`src/rtl/ctx_quant_pred.sv`:
```
// LOCO-I regular-mode front end: gradients, context quantization/sign merge, MED prediction, residual.
// Latency 3 cycles, no backpressure; MOD_REDUCE_EN enables modulo-256 residual reduction in stage 3.
module ctx_quant_pred #(
    parameter int T1 = 3,
    parameter int T2 = 7,
    parameter int T3 = 21
) (
    input  logic       clk,
    input  logic       reset,
    input  logic       en,
    input  logic [7:0] a,
    input  logic [7:0] b,
    input  logic [7:0] c,
    input  logic [7:0] d,
    input  logic [7:0] Ix,
    input  logic       END_LINE,
    output logic [8:0] q_idx,
    output logic       sign,
    output logic [7:0] Px,
    output logic [8:0] errval,
    output logic       run_flag,
    output logic       eol_out,
    output logic       en_out
);

    function automatic logic signed [3:0] quant(input logic signed [8:0] di);
        int v;
        v = int'(di);
        if (v <= -T3)      return -4'sd4;
        else if (v <= -T2) return -4'sd3;
        else if (v <= -T1) return -4'sd2;
        else if (v < 0)    return -4'sd1;
        else if (v == 0)   return 4'sd0;
        else if (v < T1)   return 4'sd1;
        else if (v < T2)   return 4'sd2;
        else if (v < T3)   return 4'sd3;
        else               return 4'sd4;
    endfunction

    // Stage 1 registers
    logic              v1_q, eol1_q;
    logic signed [8:0] d1_q, d2_q, d3_q;
    logic        [7:0] px1_q, ix1_q;
    // Stage 2 registers
    logic              v2_q, eol2_q, run2_q;
    logic signed [3:0] q1_q, q2_q, q3_q;
    logic signed [8:0] e2_q;
    logic        [7:0] px2_q;
    // Stage 3 (output) registers
    logic              en_out_q, eol_out_q, sign_q, run_q;
    logic        [8:0] q_idx_q, errval_q;
    logic        [7:0] px_q;

    // Stage 1 next-state
    logic signed [8:0] d1_d, d2_d, d3_d;
    logic        [7:0] px1_d, mx, mn;

    always_comb begin
        d1_d = $signed({1'b0, d}) - $signed({1'b0, b});
        d2_d = $signed({1'b0, b}) - $signed({1'b0, c});
        d3_d = $signed({1'b0, c}) - $signed({1'b0, a});
        mx   = (a > b) ? a : b;
        mn   = (a > b) ? b : a;
        if (c >= mx)      px1_d = mn;
        else if (c <= mn) px1_d = mx;
        else              px1_d = 8'(10'(a) + 10'(b) - 10'(c));
    end

    // Stage 2 next-state
    logic signed [3:0] q1_d, q2_d, q3_d;
    logic signed [8:0] e2_d;
    logic              run2_d;

    always_comb begin
        q1_d   = quant(d1_q);
        q2_d   = quant(d2_q);
        q3_d   = quant(d3_q);
        run2_d = (d1_q == 9'sd0) && (d2_q == 9'sd0) && (d3_q == 9'sd0);
        e2_d   = $signed({1'b0, ix1_q}) - $signed({1'b0, px1_q});
    end

    // Stage 3 next-state
    logic              neg;
    logic signed [3:0] q1m, q2m, q3m;
    logic signed [8:0] e_c, errval_d;
    logic signed [9:0] e_w;
    logic        [8:0] q_idx_d;

    always_comb begin
        // The first nonzero gradient decides the context sign; an all-zero context stays positive
        if (q1_q != 4'sd0)      neg = q1_q[3];
        else if (q2_q != 4'sd0) neg = q2_q[3];
        else                    neg = q3_q[3];
        q1m     = neg ? -q1_q : q1_q;
        q2m     = neg ? -q2_q : q2_q;
        q3m     = neg ? -q3_q : q3_q;
        e_c     = neg ? -e2_q : e2_q;
        q_idx_d = 9'(81 * int'(q1m) + 9 * int'(q2m) + int'(q3m));
        e_w     = 10'(e_c);
`ifdef MOD_REDUCE_EN
        if (e_w < -10'sd128)     e_w = e_w + 10'sd256;
        else if (e_w > 10'sd127) e_w = e_w - 10'sd256;
`endif
        errval_d = 9'(e_w);
    end

    always_ff @(posedge clk) begin
        if (!reset) begin
            v1_q      <= 1'b0;
            eol1_q    <= 1'b0;
            d1_q      <= '0;
            d2_q      <= '0;
            d3_q      <= '0;
            px1_q     <= '0;
            ix1_q     <= '0;
            v2_q      <= 1'b0;
            eol2_q    <= 1'b0;
            run2_q    <= 1'b0;
            q1_q      <= '0;
            q2_q      <= '0;
            q3_q      <= '0;
            e2_q      <= '0;
            px2_q     <= '0;
            en_out_q  <= 1'b0;
            eol_out_q <= 1'b0;
            sign_q    <= 1'b0;
            run_q     <= 1'b0;
            q_idx_q   <= '0;
            errval_q  <= '0;
            px_q      <= '0;
        end else begin
            v1_q     <= en;
            v2_q     <= v1_q;
            en_out_q <= v2_q;
            if (en) begin
                eol1_q <= END_LINE;
                d1_q   <= d1_d;
                d2_q   <= d2_d;
                d3_q   <= d3_d;
                px1_q  <= px1_d;
                ix1_q  <= Ix;
            end
            if (v1_q) begin
                eol2_q <= eol1_q;
                run2_q <= run2_d;
                q1_q   <= q1_d;
                q2_q   <= q2_d;
                q3_q   <= q3_d;
                e2_q   <= e2_d;
                px2_q  <= px1_q;
            end
            if (v2_q) begin
                eol_out_q <= eol2_q;
                sign_q    <= neg;
                run_q     <= run2_q;
                q_idx_q   <= q_idx_d;
                errval_q  <= errval_d;
                px_q      <= px2_q;
            end
        end
    end

    assign q_idx    = q_idx_q;
    assign sign     = sign_q;
    assign Px       = px_q;
    assign errval   = errval_q;
    assign run_flag = run_q;
    assign eol_out  = eol_out_q;
    assign en_out   = en_out_q;

endmodule

```
`config.mk`:
```
export PLATFORM = sky130hd
export DESIGN_NAME = ctx_quant_pred
export DESIGN_NICKNAME = d
export VERILOG_FILES = /design/src/rtl/ctx_quant_pred.sv
export SDC_FILE = /design/constraint.sdc
export NUM_CORES = 1
export LEC_CHECK = 0
export CAP_MARGIN = 40
export CORE_MARGIN = 2
export CORE_UTILIZATION = 29
export CTS_CLUSTER_SIZE = 8
export DETAILED_ROUTE_END_ITERATION = 16
export PLACE_DENSITY_LB_ADDON = 0.08
export SLEW_MARGIN = 20
export SYNTH_ARGS = -nofsm -noshare
export SYNTH_HDL_FRONTEND = slang
export SYNTH_SLANG_ARGS = --single-unit
```
`constraint.sdc`:
```
create_clock -name clk -period 6.3 [get_ports clk]
set_input_delay 1.26 -clock clk [delete_from_list [all_inputs] [get_ports clk]]
set_output_delay 1.26 -clock clk [all_outputs]
set_load 0.1 [all_outputs]
```
==> impl_metrics.csv, run 1 <==
group,metric,value,unit
power_and_ir_drop,powerDensity,223,mW/mm^2
power_and_ir_drop,p_leak,4.55,nW
floorplanning,fp.dieW,173,um
finish,area_growth,23.5,%
power_and_ir_drop,vdd.ir_drop.worst,0.119,mV
finish,utilization,36.5,%
global_route,track_usage,14.8,%
worst_setup_path,crit_slowest_cell,"fa_1",
timing,fmax,191,MHz
clock_network,root_buffer,"clkbuf_16",
worst_setup_path,r2r_start,"q2_q[0]",
clock_network,cts_tree,"built",
floorplanning,core,0.0279,sq mm
worst_setup_path,cp.required,6540,ps
clock_network,cts_setup_buffers,0,
clock_network,cts_sinks,107,
floorplanning,ios,74,
clock_network,cts_buffers,9,
global_route,grt_pass1_wl,35700,um
timing,finalSetupViolations,0,
worst_setup_path,slowest_delay,510,ps
global_route,gr-total-overflow,0,
timing,holdWs,482,ps
min_path,hold_start,"errval[7]",
logic_synthesis,synth.avg_cell_area,8.73,sq um
power_and_ir_drop,p_total,2.27,mW
timing,fin_ws,1060,ps
finish,insertedDiodeCount,0,
clock_network,postCtsResizedCells,0,
logic_synthesis,synth_cell_types,56,
floorplanning,start_util,29.5,%
logic_synthesis,syn_nets,1116,
placed_design,gp_congestion,0.821,
finish,multi_input_area,0.00555,sq mm
floorplanning,num_rows,61,
worst_setup_path,ff2ff_path_depth,20,
finish,fillers,2906,
clock_network,cts_hold_buf,0,
worst_setup_path,criticalPathCategory,"register to register",
logic_synthesis,ys_seq_area_share,26.0,%
logic_synthesis,ys.flop_type,"dfxtp_1",
routing,wire_per_inst,15.2,um
floorplanning,die_h,173,um
routing,drc,0,
timing,fin_skew,10.4,ps
worst_setup_path,crit_path_cell_trace,"inv_1 > ha_1 > nand3b_1 > a21boi_0 > nor2_1 > mux2_2 > ha_1 > ha_1 > fa_1 > fa_1 > ha_1 > inv_1 > fa_1 > inv_1 > a21o_1 > a21oi_1 > o21ai_0 > o41ai_1 > xnor2_1 > a21oi_1",
timing,slew_headroom,54.3,%
finish,final_common_cell,"dfxtp_1",
min_path,hold_path.class,"register to register",
routing,wirelength,21400,um
clock_network,path_clk_slew,80,ps
finish,final_nets,1199,
timing,rsz0062_at_grt,"no",
outcome,status,"completed",
global_route,grt_max_degree,58,
worst_setup_path,critPathLaunch,"q2_q[0]",
worst_setup_path,cp-start-kind,"register",
worst_setup_path,crit_path_end_kind,"register",
global_route,antenna_found_initial,0,
global_route,grt_pass1_vias,6710,
timing,worst_slew_pin_slew,684,ps
logic_synthesis,synth_edf_count,0,
logic_synthesis,async_reset_ff_share,0,%
routing,ant_nets,0,
routing,drt-initial-drc-count,218,
worst_setup_path,worstPathMaxFanout,5,
worst_setup_path,critPathMostFrequentCell,"ha_1",
clock_network,cts_max_level,3,
logic_synthesis,yosys_warnings,0,
logic_synthesis,synth_seq_cells,107,
worst_setup_path,crit_arrival,5480,ps
timing,drv_slew,0,
clock_network,clock_latency,350,ps
timing,tns,0,ps
logic_synthesis,postSynthCellCount,945,
routing,via_per_inst,4.63,
routing,dr.pass1.iters,4,
placed_design,post-dp-hpwl,17500,um
min_path,min_path_cells,1,
finish,layout_common_cells,"dfxtp_1 (106), ha_1 (103), inv_1 (101)",
timing,hold_viol_final,0,
timing,min_period_over_period,83.1,%
placed_design,dpl_worst_slack,970,ps
logic_synthesis,synth_area,0.00825,sq mm
clock_network,cts-root-to-sink-buffers,2,
placed_design,io_buffer_count,73,
floorplanning,dieArea,0.0298,sq mm
timing,min_period,5240,ps
routing,vias,6535,
flow_run,drv_cap,0,
finish,ff_latch_area,0.00214,sq mm
finish,drive_gt1_share,7.45,%
==> final timing paths <==
check | endpoint | slack (ps)
setup / recovery | q_idx[8] | 1060
hold / removal | errval[7] | 480
setup reg to reg | q_idx[8] | 1060
hold reg to reg | errval[7] | 480
==> sequential cells by signal, indices dropped and copies added (netlist names), 9 cells and up <==
name    cells
d2_q        9
d1_q        9
d3_q        9
e2_q        9
q_idx       9
errval      9
==> layer usage <==
| layer | vias up | track usage, % | part of all wire, % | routed length, um |
|---|---|---|---|---|
| li1 | 3426 | - | - | - |
| met5 | - | 0 | 0 | 0 |
| met1 | 3010 | 20.2 | 51 | 10800 |
| met4 | 0 | 3.25 | 0.76 | 163 |
| met2 | 87 | 24.8 | 46 | 9910 |
| met3 | 12 | 2.09 | 2.3 | 502 |
==> where the power goes <==
group          switching (mW)  total (mW)  leakage [nW]  internal [mW]
logic                   0.456       0.832          3.50          0.377
registers              0.0599       0.790         0.877          0.730
clock network           0.282       0.651         0.168          0.368
==> synthesized netlist by cell type (4+ instances only) <==
master	number	share of area [%]
a2111oi_0	4	0.42
a21boi_0	6	0.55
a21o_1	17	1.5
a21oi_1	44	2.7
a221o_1	5	0.61
a31oi_1	6	0.45
buf_1	4	0.18
buf_2	11	0.67
clkbuf_1	25	1.1
dfxtp_1	107	26
fa_1	24	5.8
ha_1	103	16
inv_1	101	4.6
mux2_2	4	0.55
mux2i_1	65	7.9
nand2_1	57	2.6
nand2b_1	13	0.99
nand3_1	21	1.3
nand4_1	4	0.30
nand4b_1	4	0.42
nor2_1	40	1.8
nor2b_1	68	5.2
nor3_1	25	1.5
o211a_1	21	2.5
o211ai_1	7	0.64
o21a_1	6	0.55
o21ai_0	57	3.5
o31ai_1	5	0.45
or2_2	5	0.38
xnor2_1	40	4.2
xor2_1	10	1.1
==> cell families (layout without fill, tap and decap cells) <==
kind of cell	count (synthesis)	count (layout)	share of synthesized area (%)
and+or+nand+nor	253	253	15.9
AOI/OAI and AO/OA	194	194	15.8
buffers and inverters	144	232	6.82
adders and majority gates	127	127	21.4
DFF	107	107	26.0
muxes	70	70	8.70
xor gates and xnor gates	50	50	5.31
==> layout make-up <==
type	count	share of cell area, %
Clock buffer	10	2.34
Multi-Input combinational cell	694	54.4
Tap cell	378	4.64
Clock inverter	6	1.03
Sequential cell	107	21.0
Inverter	102	3.76
Timing Repair Buffer	114	12.8
==> worst max-delay path: cells and delay by family (launching register included) <==
kind,cells,cell delay (ps)
xor gates and xnor gates,1,160
DFF,1,460
and+or+nand+nor,2,420
muxes,1,420
adders and majority gates,7,2320
AOI/OAI and AO/OA,6,1090
buffers and inverters,3,240
==> through the flow <==
| step | cell area (sq um) | instances |
|---|---|---|
| 2_1_floorplan | 8250 | 945 |
| 3_3_place_gp | 9330 | 1362 |
| 3_5_place_dp | 9850 | 1395 |
| 4_1_cts | 10200 | 1411 |
| 5_1_grt | 10200 | 1411 |
| 6_report | 10200 | 1411 |
Note: power is estimated with default switching activity, not from simulation.
==> run 2: changes to the inputs <==
==> constraint.sdc (replaced) <==
create_clock -name clk -period 4.9 [get_ports clk]
set_input_delay 0.98 -clock clk [delete_from_list [all_inputs] [get_ports clk]]
set_output_delay 0.98 -clock clk [all_outputs]
set_load 0.1 [all_outputs]
==> run 2 against run 1 <==
Sequential power is 29% higher. First-iteration DRC count increased by 4.6%. Hold slack got worse by 0.59 ps. Clock-buffer cell count unchanged. Setup slack lost 770 ps. Maximum frequency is 14% higher.
==> impl_metrics.csv, run 2 (synthesized netlist as in run 1, its figures left out) <==
group,metric,value,unit
floorplanning,num_rows,61,
min_path,hold_start,"errval[5]",
finish,stdcell_count,1445,
routing,drt-initial-drc-count,228,
floorplanning,core,0.0279,sq mm
worst_setup_path,crit_path_cell_trace,"inv_1 > ha_1 > nand3b_1 > a21boi_4 > nor2_4 > mux2_4 > ha_1 > ha_1 > fa_1 > fa_1 > ha_1 > inv_1 > fa_2 > inv_1 > a21o_1 > a21oi_2 > o21ai_2 > or3_1 > a31oi_1 > nor2b_1",
global_route,antenna_found_initial,0,
clock_network,clock_latency,360,ps
clock_network,root_buffer,"clkbuf_16",
global_route,gr-total-overflow,0,
worst_setup_path,worstPathMaxFanout,4,
power_and_ir_drop,powerDensity,276,mW/mm^2
clock_network,cts-root-to-sink-buffers,2,
finish,utilization,37.4,%
timing,finalSetupViolations,0,
routing,drc,0,
worst_setup_path,slowest_delay,510,ps
worst_setup_path,r2r_start,"q2_q[0]",
power_and_ir_drop,p_leak,4.72,nW
placed_design,dpl_worst_slack,15.0,ps
routing,wire_per_inst,14.8,um
floorplanning,ios,74,
routing,dr.pass1.iters,4,
global_route,grt_pass1_wl,35100,um
clock_network,path_clk_slew,80,ps
timing,tns,0,ps
routing,wirelength,21400,um
placed_design,gp_congestion,0.809,
routing,via_per_inst,4.62,
timing,hold_viol_final,0,
worst_setup_path,crit_slowest_cell,"fa_1",
finish,area_growth,26.6,%
finish,layout_common_cells,"dfxtp_1 (104), ha_1 (103), inv_1 (101)",
outcome,status,"completed",
timing,rsz0062_at_grt,"no",
global_route,grt_pass1_vias,6657,
timing,holdWs,481,ps
timing,fmax,217,MHz
global_route,track_usage,14.5,%
timing,worst_slew_pin_slew,768,ps
timing,min_period_over_period,93.9,%
worst_setup_path,crit_path_end_kind,"register",
timing,slew_headroom,48.7,%
clock_network,cts_max_level,3,
routing,vias,6675,
finish,drive_gt1_share,11.2,%
timing,drv_slew,0,
clock_network,cts_buffers,9,
clock_network,cts_tree,"built",
worst_setup_path,critPathMostFrequentCell,"ha_1",
placed_design,post-place-cells,1429,
clock_network,cts_setup_buffers,0,
worst_setup_path,cp.required,5150,ps
finish,insertedDiodeCount,0,
clock_network,cts_sinks,107,
worst_setup_path,critPathLaunch,"q2_q[0]",
finish,final_nets,1233,
floorplanning,start_util,29.5,%
worst_setup_path,crit_arrival,4860,ps
floorplanning,dieArea,0.0298,sq mm
power_and_ir_drop,p_total,2.89,mW
finish,final_common_cell,"dfxtp_1",
worst_setup_path,criticalPathCategory,"register to register",
placed_design,io_buffer_count,73,
floorplanning,fp.dieW,173,um
flow_run,drv_cap,0,
finish,fin_area,0.0105,sq mm
timing,fin_skew,11.8,ps
global_route,grt_max_degree,44,
placed_design,post-dp-hpwl,17600,um
power_and_ir_drop,vdd.ir_drop.worst,0.141,mV
timing,min_period,4600,ps
timing,fin_ws,297,ps
floorplanning,die_h,173,um
placed_design,post_dp_cell_area,0.0101,sq mm
min_path,hold_path.class,"register to register",
worst_setup_path,cp-start-kind,"register",
routing,ant_nets,0,
-- run 2: report_power, final --
group | switching (mW) | internal [mW] | total, mW
Sequential | 0.0770 | 0.939 | 1.02
Combinational | 0.590 | 0.507 | 1.10
Clock | 0.368 | 0.408 | 0.776
-- run 2: what timing repair did --
action	4_1_cts	5_1_grt
pin swaps	0	2
setup endpoints to repair	1	4
hold buffers	0	0
gates resized for setup	1	6
-- run 2: final cells by class --
type	instances	area (sq um)
clock buffers	10	229
clock inverters	6	82.6
fillers	2935	17500
inverters	102	383
multi-input cells	694	5590
flip-flops and latches	107	2150
well taps	378	473
repair buffers	148	1550
-- run 2: worst paths after layout --
kind	depth (start not counted)	endpoint	slack, ps
worst max-delay path	20	q_idx[6]	300
worst min register to register	1	errval[5]	480
worst max register to register	20	q_idx[6]	300
worst min-delay path	1	errval[5]	480
-- run 2: worst max-delay path: cells and delay by family (launching register included) --
family / cells / cell delay (ps)
AOI/OAI and AO/OA: 5 / 830
adders and majority gates: 7 / 2250
buffers and inverters: 3 / 190
DFF: 1 / 320
muxes: 1 / 310
and+or+nand+nor: 4 / 580
-- run 2: per-layer routing --
metal	track usage, %	routed length [um]
met4	4.10	274
met1	19.8	10600
met3	1.30	397
met2	24.4	10100
met5	0	0
==> run 3: changes to the inputs <==
--- a/config.mk
+++ b/config.mk
@@ -11,7 +11,7 @@
 export CTS_CLUSTER_SIZE = 8
 export DETAILED_ROUTE_END_ITERATION = 16
 export PLACE_DENSITY_LB_ADDON = 0.08
-export SLEW_MARGIN = 20
+export SLEW_MARGIN = 10
 export SYNTH_ARGS = -nofsm -noshare
 export SYNTH_HDL_FRONTEND = slang
 export SYNTH_SLANG_ARGS = --single-unit
==> run 3 against run 2 <==
Wire length up 0.28%. Total power up 0.26%. Largest cell class unchanged. Clock skew about the same. Utilization about the same. Cell area about the same. Setup slack worse by 24 ps. Register-to-register slack worse by 20 ps. Clock-buffer cell count unchanged. Global-route usage about the same. Die area unchanged. Cell count unchanged.
==> impl_metrics.csv, run 3 (synthesized netlist as in run 1, its figures left out) <==
group,metric,value,unit
timing,worst_slew_pin_slew,792,ps
worst_setup_path,worstSetupPathDepth,20,
routing,wire_per_inst,14.8,um
power_and_ir_drop,clock_power_share,27.1,%
worst_setup_path,crit_buf_inv,3,
worst_setup_path,cp_top_family,"adder cells",
finish,final_nets,1233,
floorplanning,core,0.0279,sq mm
timing,finalSetupViolations,0,
worst_setup_path,r2r_slack,270,ps
routing,met3_length,448,um
worst_setup_path,crit_arrival,4880,ps
global_route,grt_max_degree,44,
routing,wirelength,21400,um
clock_network,cts_hold_buf,0,
global_route,track_usage,14.5,%
worst_setup_path,cp.required,5150,ps
power_and_ir_drop,vdd.ir_drop.worst,0.169,mV
routing,drt-initial-drc-count,202,
routing,wl_met1,10500,um
worst_setup_path,critPathCapture,"q_idx[6]",
finish,area_growth,26.7,%
routing,vias,6729,
power_and_ir_drop,intPower,1.87,mW
clock_network,cts_buffers,9,
worst_setup_path,criticalPathCategory,"register to register",
timing,fin_skew,12.3,ps
routing,highest_layer,"met4",
clock_network,root_buffer,"clkbuf_16",
timing,fin_ws,273,ps
flow_run,drv_cap,0,
timing,tns,0,ps
power_and_ir_drop,p_seq_share,35.0,%
placed_design,post-dp-hpwl,17700,um
timing,holdWs,482,ps
worst_setup_path,reg2reg_to,"q_idx[6]",
worst_setup_path,critPathMostFrequentCell,"ha_1",
timing,drv_slew,0,
worst_setup_path,worstPathMaxFanout,4,
placed_design,gp_congestion,0.809,
global_route,gr-total-overflow,0,
routing,via_per_inst,4.66,
routing,routed-wl-met2,10300,um
placed_design,dpl_worst_slack,35.9,ps
floorplanning,fp.dieW,173,um
floorplanning,ios,74,
global_route,grt_pass1_vias,6605,
routing,dr.pass1.iters,6,
outcome,status,"completed",
placed_design,io_buffer_count,73,
finish,drive_gt1_share,11.2,%
floorplanning,die_h,173,um
floorplanning,start_util,29.5,%
power_and_ir_drop,p_leak,4.73,nW
finish,final_common_cell,"dfxtp_1",
clock_network,cts-root-to-sink-buffers,2,
timing,hold_viol_final,0,
power_and_ir_drop,swShare,35.4,%
timing,rsz0062_at_grt,"no",
global_route,grt_pass1_wl,35000,um
routing,ant_nets,0,
timing,min_period,4630,ps
floorplanning,dieArea,0.0298,sq mm
worst_setup_path,crit_path_cell_trace,"inv_1 > ha_1 > nor2b_2 > a21boi_4 > nor2_4 > mux2_2 > ha_1 > ha_1 > fa_1 > fa_1 > ha_1 > inv_1 > fa_2 > inv_1 > a21o_1 > a21oi_2 > o21ai_2 > or3_1 > a31oi_1 > nor2b_1",
clock_network,cts_sinks,107,
power_and_ir_drop,power_switching,1.03,mW
routing,drc,0,
worst_setup_path,ff2ff_path_depth,20,
clock_network,cts_max_level,3,
worst_setup_path,r2r_start,"q1_q[0]",
worst_setup_path,crit_slowest_cell,"fa_1",
worst_setup_path,critPathLaunch,"q1_q[0]",
min_path,hold_path.class,"register to register",
clock_network,path_clk_slew,80,ps
finish,multi_input_area,0.00559,sq mm
worst_setup_path,cp-start-kind,"register",
finish,insertedDiodeCount,0,
global_route,antenna_found_initial,0,
power_and_ir_drop,p_comb_share,37.9,%
clock_network,clock_latency,360,ps
timing,fmax,216,MHz
worst_setup_path,slowest_delay,510,ps
finish,layout_common_cells,"dfxtp_1 (104), ha_1 (103), inv_1 (101)",
finish,fillers,2969,
timing,min_period_over_period,94.4,%
clock_network,cts_tree,"built",
power_and_ir_drop,powerDensity,277,mW/mm^2
worst_setup_path,crit_path_end_kind,"register",
floorplanning,num_rows,61,
finish,ff_latch_area,0.00215,sq mm
timing,slew_headroom,47.1,%
==> run 3: timing repair <==
item / CTS / global route
setup buffers: 0 / 0
endpoints found under the setup margin: 0 / 4
endpoints found under the hold margin: 0 / 0
gates resized for setup: 0 / 7
==> run 3: how the worst min path moves through the flow <==
stage,from,to,cells after the start
floorplan,run2_q,run2_q,1
global placement,errval[6],errval[6],1
detailed placement,errval[5],errval[5],1
CTS,errval[5],errval[5],1
global route,errval[6],errval[6],1
finish,errval[5],errval[5],1
==> run 3: area by class of cell <==
cell class | instances | area share [%]
Timing Repair Buffer | 148 | 14.8
Sequential cell | 107 | 20.5
Clock inverter | 6 | 0.789
Clock buffer | 10 | 2.28
Tap cell | 378 | 4.52
Inverter | 102 | 3.66
Multi-Input combinational cell | 694 | 53.4
==> run 3: through the flow <==
stage                     std cells  total power [mW]  instance area [sq um]  util (%)
after floorplan                 945              1.80                   8280         -
after global placement         1398              2.11                   9630      34.5
after detailed placement       1429              2.15                  10100      36.2
after CTS                      1445              2.95                  10400      37.4
after global routing           1445              3.12                  10500      37.4
final                          1445              2.90                  10500      37.4
==> run 3: per-layer routing <==
| layer | vias to the layer above | track usage (%) |
|---|---|---|
| met5 | - | 0 |
| met4 | 0 | 3.07 |
| met3 | 13 | 1.61 |
| li1 | 3488 | - |
| met2 | 82 | 24.6 |
| met1 | 3146 | 19.8 |
==> run 3: power groups by stage <==
stage | registers, mW | clock network [mW] | logic (mW)
after floorplan | 1.07 | 0 | 0.732
after global placement | 1.04 | 0 | 1.07
after detailed placement | 1.04 | 0 | 1.11
after CTS | 1.02 | 0.817 | 1.12
after global routing | 1.03 | 0.845 | 1.25
final | 1.01 | 0.784 | 1.10
==> run 3: worst reg2reg max path, cell delays in order (launching register included) <==
cell and delay (ps):
dfxtp_2 320, inv_1 40, ha_1 190, nor2b_2 160, a21boi_4 150, nor2_4 130, mux2_2 350, ha_1 280
ha_1 320, fa_1 510, fa_1 420, ha_1 310, inv_1 90, fa_2 220, inv_1 40, a21o_1 170
a21oi_2 180, o21ai_2 100, or3_1 300, a31oi_1 170, nor2b_1 60
==> edit 1 (flow settings as in run 1) <==
Build with the macro `MOD_REDUCE_EN` defined.
--- a/src/rtl/ctx_quant_pred.sv
+++ b/src/rtl/ctx_quant_pred.sv
@@ -1,4 +1,6 @@
 // LOCO-I regular-mode front end: gradients, context quantization/sign merge, MED prediction, residual.
 // Latency 3 cycles, no backpressure; MOD_REDUCE_EN enables modulo-256 residual reduction in stage 3.
+`define MOD_REDUCE_EN
+
 module ctx_quant_pred #(
     parameter int T1 = 3,
Function: changed (Yosys sat finds a counterexample within 4 cycles, from zero or initial values and one cycle with reset low).
==> edit 1 against run 1 <==
Sequential share of layout area shrank 0.076 points; sequential cell count fell by 1; worst setup slack better by 0.025 ns; global-route usage down 0.22 points; area after synthesis about the same; non-clock buffer count shrank 4; sequential power about the same; core utilization down 0.21 points; combinational power grew 2%; total power decreased by 3.0%; routed wire length fell by 0.99%; cell area is 0.58% lower.
==> edit 1: results (changes against run 1) <==
- Outcome: completed
- Placer Congestion: 0.887 (+7.9%)
- WL/cell: 15.1 um (-0.21%)
- DR vias/cell: 4.59 (-0.85%)
- Setup Skew: 0.00856 ns (-0.00180 ns)
- Leak pwr: 4.57 nW (+0.47%)
- Detailed-placement wirelength estimate: 16900 um (-3.6%)
- Worst vdd ir: 0.000130 V (+9.7%)
- Number of global-route vias before repair: 6538 (-2.6%)
- Met3 WL: 625 um (+25%)
- Largest net degree at the start of global routing: 84 (+45%)
- Reg2Reg Depth: 22 (+10%)
- First-pass GRT wire length: 35200 um (-1.6%)
- Syn nets: 1110 (-0.54%)
- Yosys warning count: 0 (unchanged)
- Worst EP arrival: 5.43 ns (-0.05 ns)
- Placed cell area: 9820 sq um (-0.33%)
- Met2 wire length: 9520 um (-3.9%)
- Synth async-reset ratio: 0 (unchanged)
- Yosys cell types: 55 (-1.8%)
- Register area share after synthesis: 0.257 (-0.00266)
- CP max FO: 11 (+6)
- Synth top area cells: dfxtp_1 26%, ha_1 16%, mux2i_1 8.6%
- Nets@finish: 1190 (-0.75%)
- Most common library cells after synthesis: 106 x dfxtp_1, 104 x ha_1, 95 x inv_1
- Sw frac: 0.359 (+0.00820)
- Proportion of layout cells with a drive suffix above 1: 0.0705 (-0.00409)
- Initial drt markers: 255 (+17%)
- Total track usage: 0.146 (-0.00224)
- Slew @ Worst Pin: 0.740 ns (+0.0561 ns)
- M1 wire length: 10800 um (-0.17%)
## edit 1: final timing paths
path / end / slack (ns)
setup / recovery: q_idx[8]$_SDFFE_PN0P_ / 1.09
hold / removal: errval[7]$_SDFFE_PN0P_ / 0.45
setup reg to reg: q_idx[8]$_SDFFE_PN0P_ / 1.09
hold reg to reg: errval[7]$_SDFFE_PN0P_ / 0.45
## edit 1: cell type report
type                            count  area [sq um]
Inverter                           95           357
Clock buffer                       10           229
Fill cell                        2902         17800
Sequential cell                   106          2120
Multi-Input combinational cell    697          5600
Timing Repair Buffer              110          1300
Clock inverter                      4          53.8
Tap cell                          378           473
## edit 1: kinds of logic after synthesis
kind of cell    Yosys count  synth area share
simple gates            250             0.159
compound gates          192             0.156
buf+inv                 136            0.0653
fa+ha+maj               127             0.213
flops                   106             0.257
mux                      75            0.0928
xor+xnor                 53            0.0562
## edit 1: per-layer routing
layer	up-vias	track usage
met5	-	0
met4	0	0.0293
met3	14	0.0235
met2	94	0.238
met1	2947	0.203
li1	3374	-
## edit 1: worst max-delay path, stage by stage (launching register included)
cell and delay, ns:
dfxtp_1 0.47, inv_1 0.12, ha_1 0.23, nand3b_1 0.11, a21boi_0 0.13, or2_2 0.41, a21oi_1 0.24, inv_1 0.10
ha_1 0.30, ha_1 0.32, fa_1 0.48, inv_1 0.05, fa_1 0.55, inv_1 0.05, ha_1 0.17, ha_1 0.28
a21o_1 0.16, a21oi_1 0.21, o21ai_0 0.16, nor4_1 0.21, nor3_1 0.11, xnor2_1 0.15, a21oi_1 0.08
## edit 1: power by group through the flow
stage | sequential, W | clock, W | combinational [W]
floorplan | 0.000826 | 0 | 0.000579
global placement | 0.000806 | 0 | 0.000823
detailed placement | 0.000804 | 0 | 0.000852
CTS | 0.000788 | 0.000599 | 0.000859
global route | 0.000798 | 0.000618 | 0.000961
finish | 0.000787 | 0.000572 | 0.000846
## edit 1: per-stage QoR
step	power (W)	util	hold slack [ns]	worst slack (ns)	instances
detailed placement	0.00166	0.351	0.441	0.949	1384
finish	0.00221	0.363	0.452	1.09	1400
floorplan	0.00141	-	0.426	1.51	939
CTS	0.00225	0.362	0.458	1.06	1398
global route	0.00238	0.363	0.489	0.687	1400
global placement	0.00163	0.333	0.436	0.963	1353
==> edit 2 (flow settings as in run 1) <==
Made on the original files. Make the reset (`reset`) asynchronous in one clocked block.
--- a/src/rtl/ctx_quant_pred.sv
+++ b/src/rtl/ctx_quant_pred.sv
@@ -105,5 +105,5 @@
     end
 
-    always_ff @(posedge clk) begin
+    always_ff @(posedge clk or negedge reset) begin
         if (!reset) begin
             v1_q      <= 1'b0;
Function: differs if reset is asserted again (counterexample within 4 cycles, from zero or initial values and one cycle with reset low); with reset held inactive, the same outputs for 4 cycles.
==> edit 2 against run 1 <==
Worst setup slack worse by 0.11 ns; routed wire length is 0.41% lower; die area is 1.1% higher; area after synthesis is 1.1% higher; global-route usage is 0.21 points lower; synthesized cell count is 8.4% lower; first-iteration DRC count is 17% higher; cell area is 1.3% higher; clock skew is 0.0021 ns higher; sequential cell count stayed put; critical path type unchanged.
Power is not compared: it rests on default switching activity, and its combinational part moved more than twofold at a synthesized area within 25%.
==> edit 2: results (changes against run 1) <==
- Synth Area in XOR/XNOR: 0.0556 (+0.00258)
- M1 wire length: 10800 um (-0.42%)
- Antenna Cells: 0 (unchanged)
- Setup Skew: 0.0124 ns (+0.00206 ns)
- Delay of the slowest critical-path stage: 0.53 ns (+0.02 ns)
- Worst slew margin relative to its limit: 0.515 (-0.0284)
- Number of buffers created by CTS: 9 (unchanged)
- Synth Area in Compound Gates: 0.141 (-0.0170)
- Clk Tree Root Cell: clkbuf_16
- Synth async-reset ratio: 1.00 (+1.00)
- Yosys warning count: 0 (unchanged)
- Syn nets: 1037 (-7.1%)
- Antenna violations before repair: 0 (unchanged)
- Post-synthesis mux area share: 0.105 (+0.0180)
- First-pass detailed-route iteration total: 4 (unchanged)
- GR Layer Usage met3: 0.0211 (+0.000164)
- Worst EP arrival: 5.57 ns (+0.09 ns)
- Placed cell area: 10000 sq um (+1.7%)
- P per Cell Area: between 400 and 500 nW/um^2
- First-pass GRT wire length: 35000 um (-1.9%)
- Met2 wire length: 9890 um (-0.19%)
- Leak pwr: 4.78 nW
- Placer Congestion: 0.823 (+0.15%)
- Met1 Use GR: 0.210 (+0.00799)
- Final wirelength: 21300 um (-0.41%)
- Mapped Cells: 866 (-8.4%)
- Longest Clk Path Bufs: 2 (unchanged)
- Clock Power: approximately 0.0006 W
- Register area share after synthesis: 0.321 (+0.0614)
- Final std cells w/o fill: 1362 (-3.5%)
- Outcome: completed
- Synth top area cells: dfrtp_1 32%, ha_1 16%, mux2_2 7.0%
- Clk_lat worst skew: 0.35 ns (about the same)
- Most common library cells after synthesis: 107 x dfrtp_1, 104 x ha_1, 104 x inv_1
- Fin. max-slew vios: 0 (unchanged)
- GR Util met2: 0.236 (-0.0118)
- CTS resizes: 0 (unchanged)
- Initial drt markers: 256 (+17%)
- Worst vdd ir: 0.000205 V
- CP max FO: 15 (+10)
- Proportion of layout cells with a drive suffix above 1: 0.126 (+0.0512)
- Nets@finish: 1144 (-4.6%)
- Worst min path class: reg2reg
- Via count: 6319 (-3.3%)
- Adder-cell area share of the yosys netlist: 0.211 (-0.00318)
- Sequential power: around 0.0011 W
- Psw: 0.00219 W
- Largest net degree at the start of global routing: 45 (-22%)
- Clock transition at path regs: around 0.090 ns
- Met3 WL: 509 um (+1.4%)
- H-tree depth: 3 (unchanged)
- Detailed-placement wirelength estimate: 17500 um (-0.27%)
- Post-placement cell count: 1346 (-3.5%)
- Yosys cell types: 52 (-7.1%)
- Post-CTS Setup Inserts: 0 (unchanged)
- Post-Place Setup Slack: 0.731 ns (-0.239 ns)
- Total track usage: 0.146 (-0.00207)
## edit 2: changes by cell type in the layout (fill, tap and decap cells not counted), sizes merged, moves of 21 or more
| cell | before | now |
|---|---|---|
| dfrtp | 0 | 107 |
| dfxtp | 107 | 0 |
| nor2b | 68 | 18 |
| mux2 | 4 | 52 |
| mux2i | 66 | 29 |
| o211a | 21 | 0 |
## edit 2: critical path, delay by kind of cell, from the launching register on
kind	cells	cell delay (ns)
buffers and inverters	5	0.60
AND/OR/NAND/NOR	3	0.34
XOR/XNOR	1	0.17
flip-flops	1	0.46
AO/OA/AOI/OAI	7	1.35
adder cells (fa/ha/maj)	7	2.30
## edit 2: area by class of cell
| class | count | area, sq um |
|---|---|---|
| timing repair buffer | 117 | 1310 |
| clock inverter | 7 | 80.1 |
| inverter | 104 | 390 |
| fill | 3019 | 18200 |
| tap | 384 | 480 |
| multi-input combinational | 634 | 5160 |
| sequential | 107 | 2680 |
| clock buffer | 9 | 225 |
## edit 2: final timing paths
path / startpoint / to / slack (ns) / depth (start not counted)
worst max-delay path: q2_q[0]$_DFFE_PN0P_ / q_idx[8]$_DFFE_PN0P_ / 0.96 / 23
worst min-delay path: px2_q[6]$_DFFE_PN0P_ / Px[6]$_DFFE_PN0P_ / 0.51 / 1
worst max register to register: q2_q[0]$_DFFE_PN0P_ / q_idx[8]$_DFFE_PN0P_ / 0.96 / 23
worst min register to register: px2_q[6]$_DFFE_PN0P_ / Px[6]$_DFFE_PN0P_ / 0.51 / 1
max in group asynchronous: reset / d3_q[6]$_DFFE_PN0P_ / 4.48 / 2
min in group asynchronous: reset / q_idx[7]$_DFFE_PN0P_ / 0.84 / 1
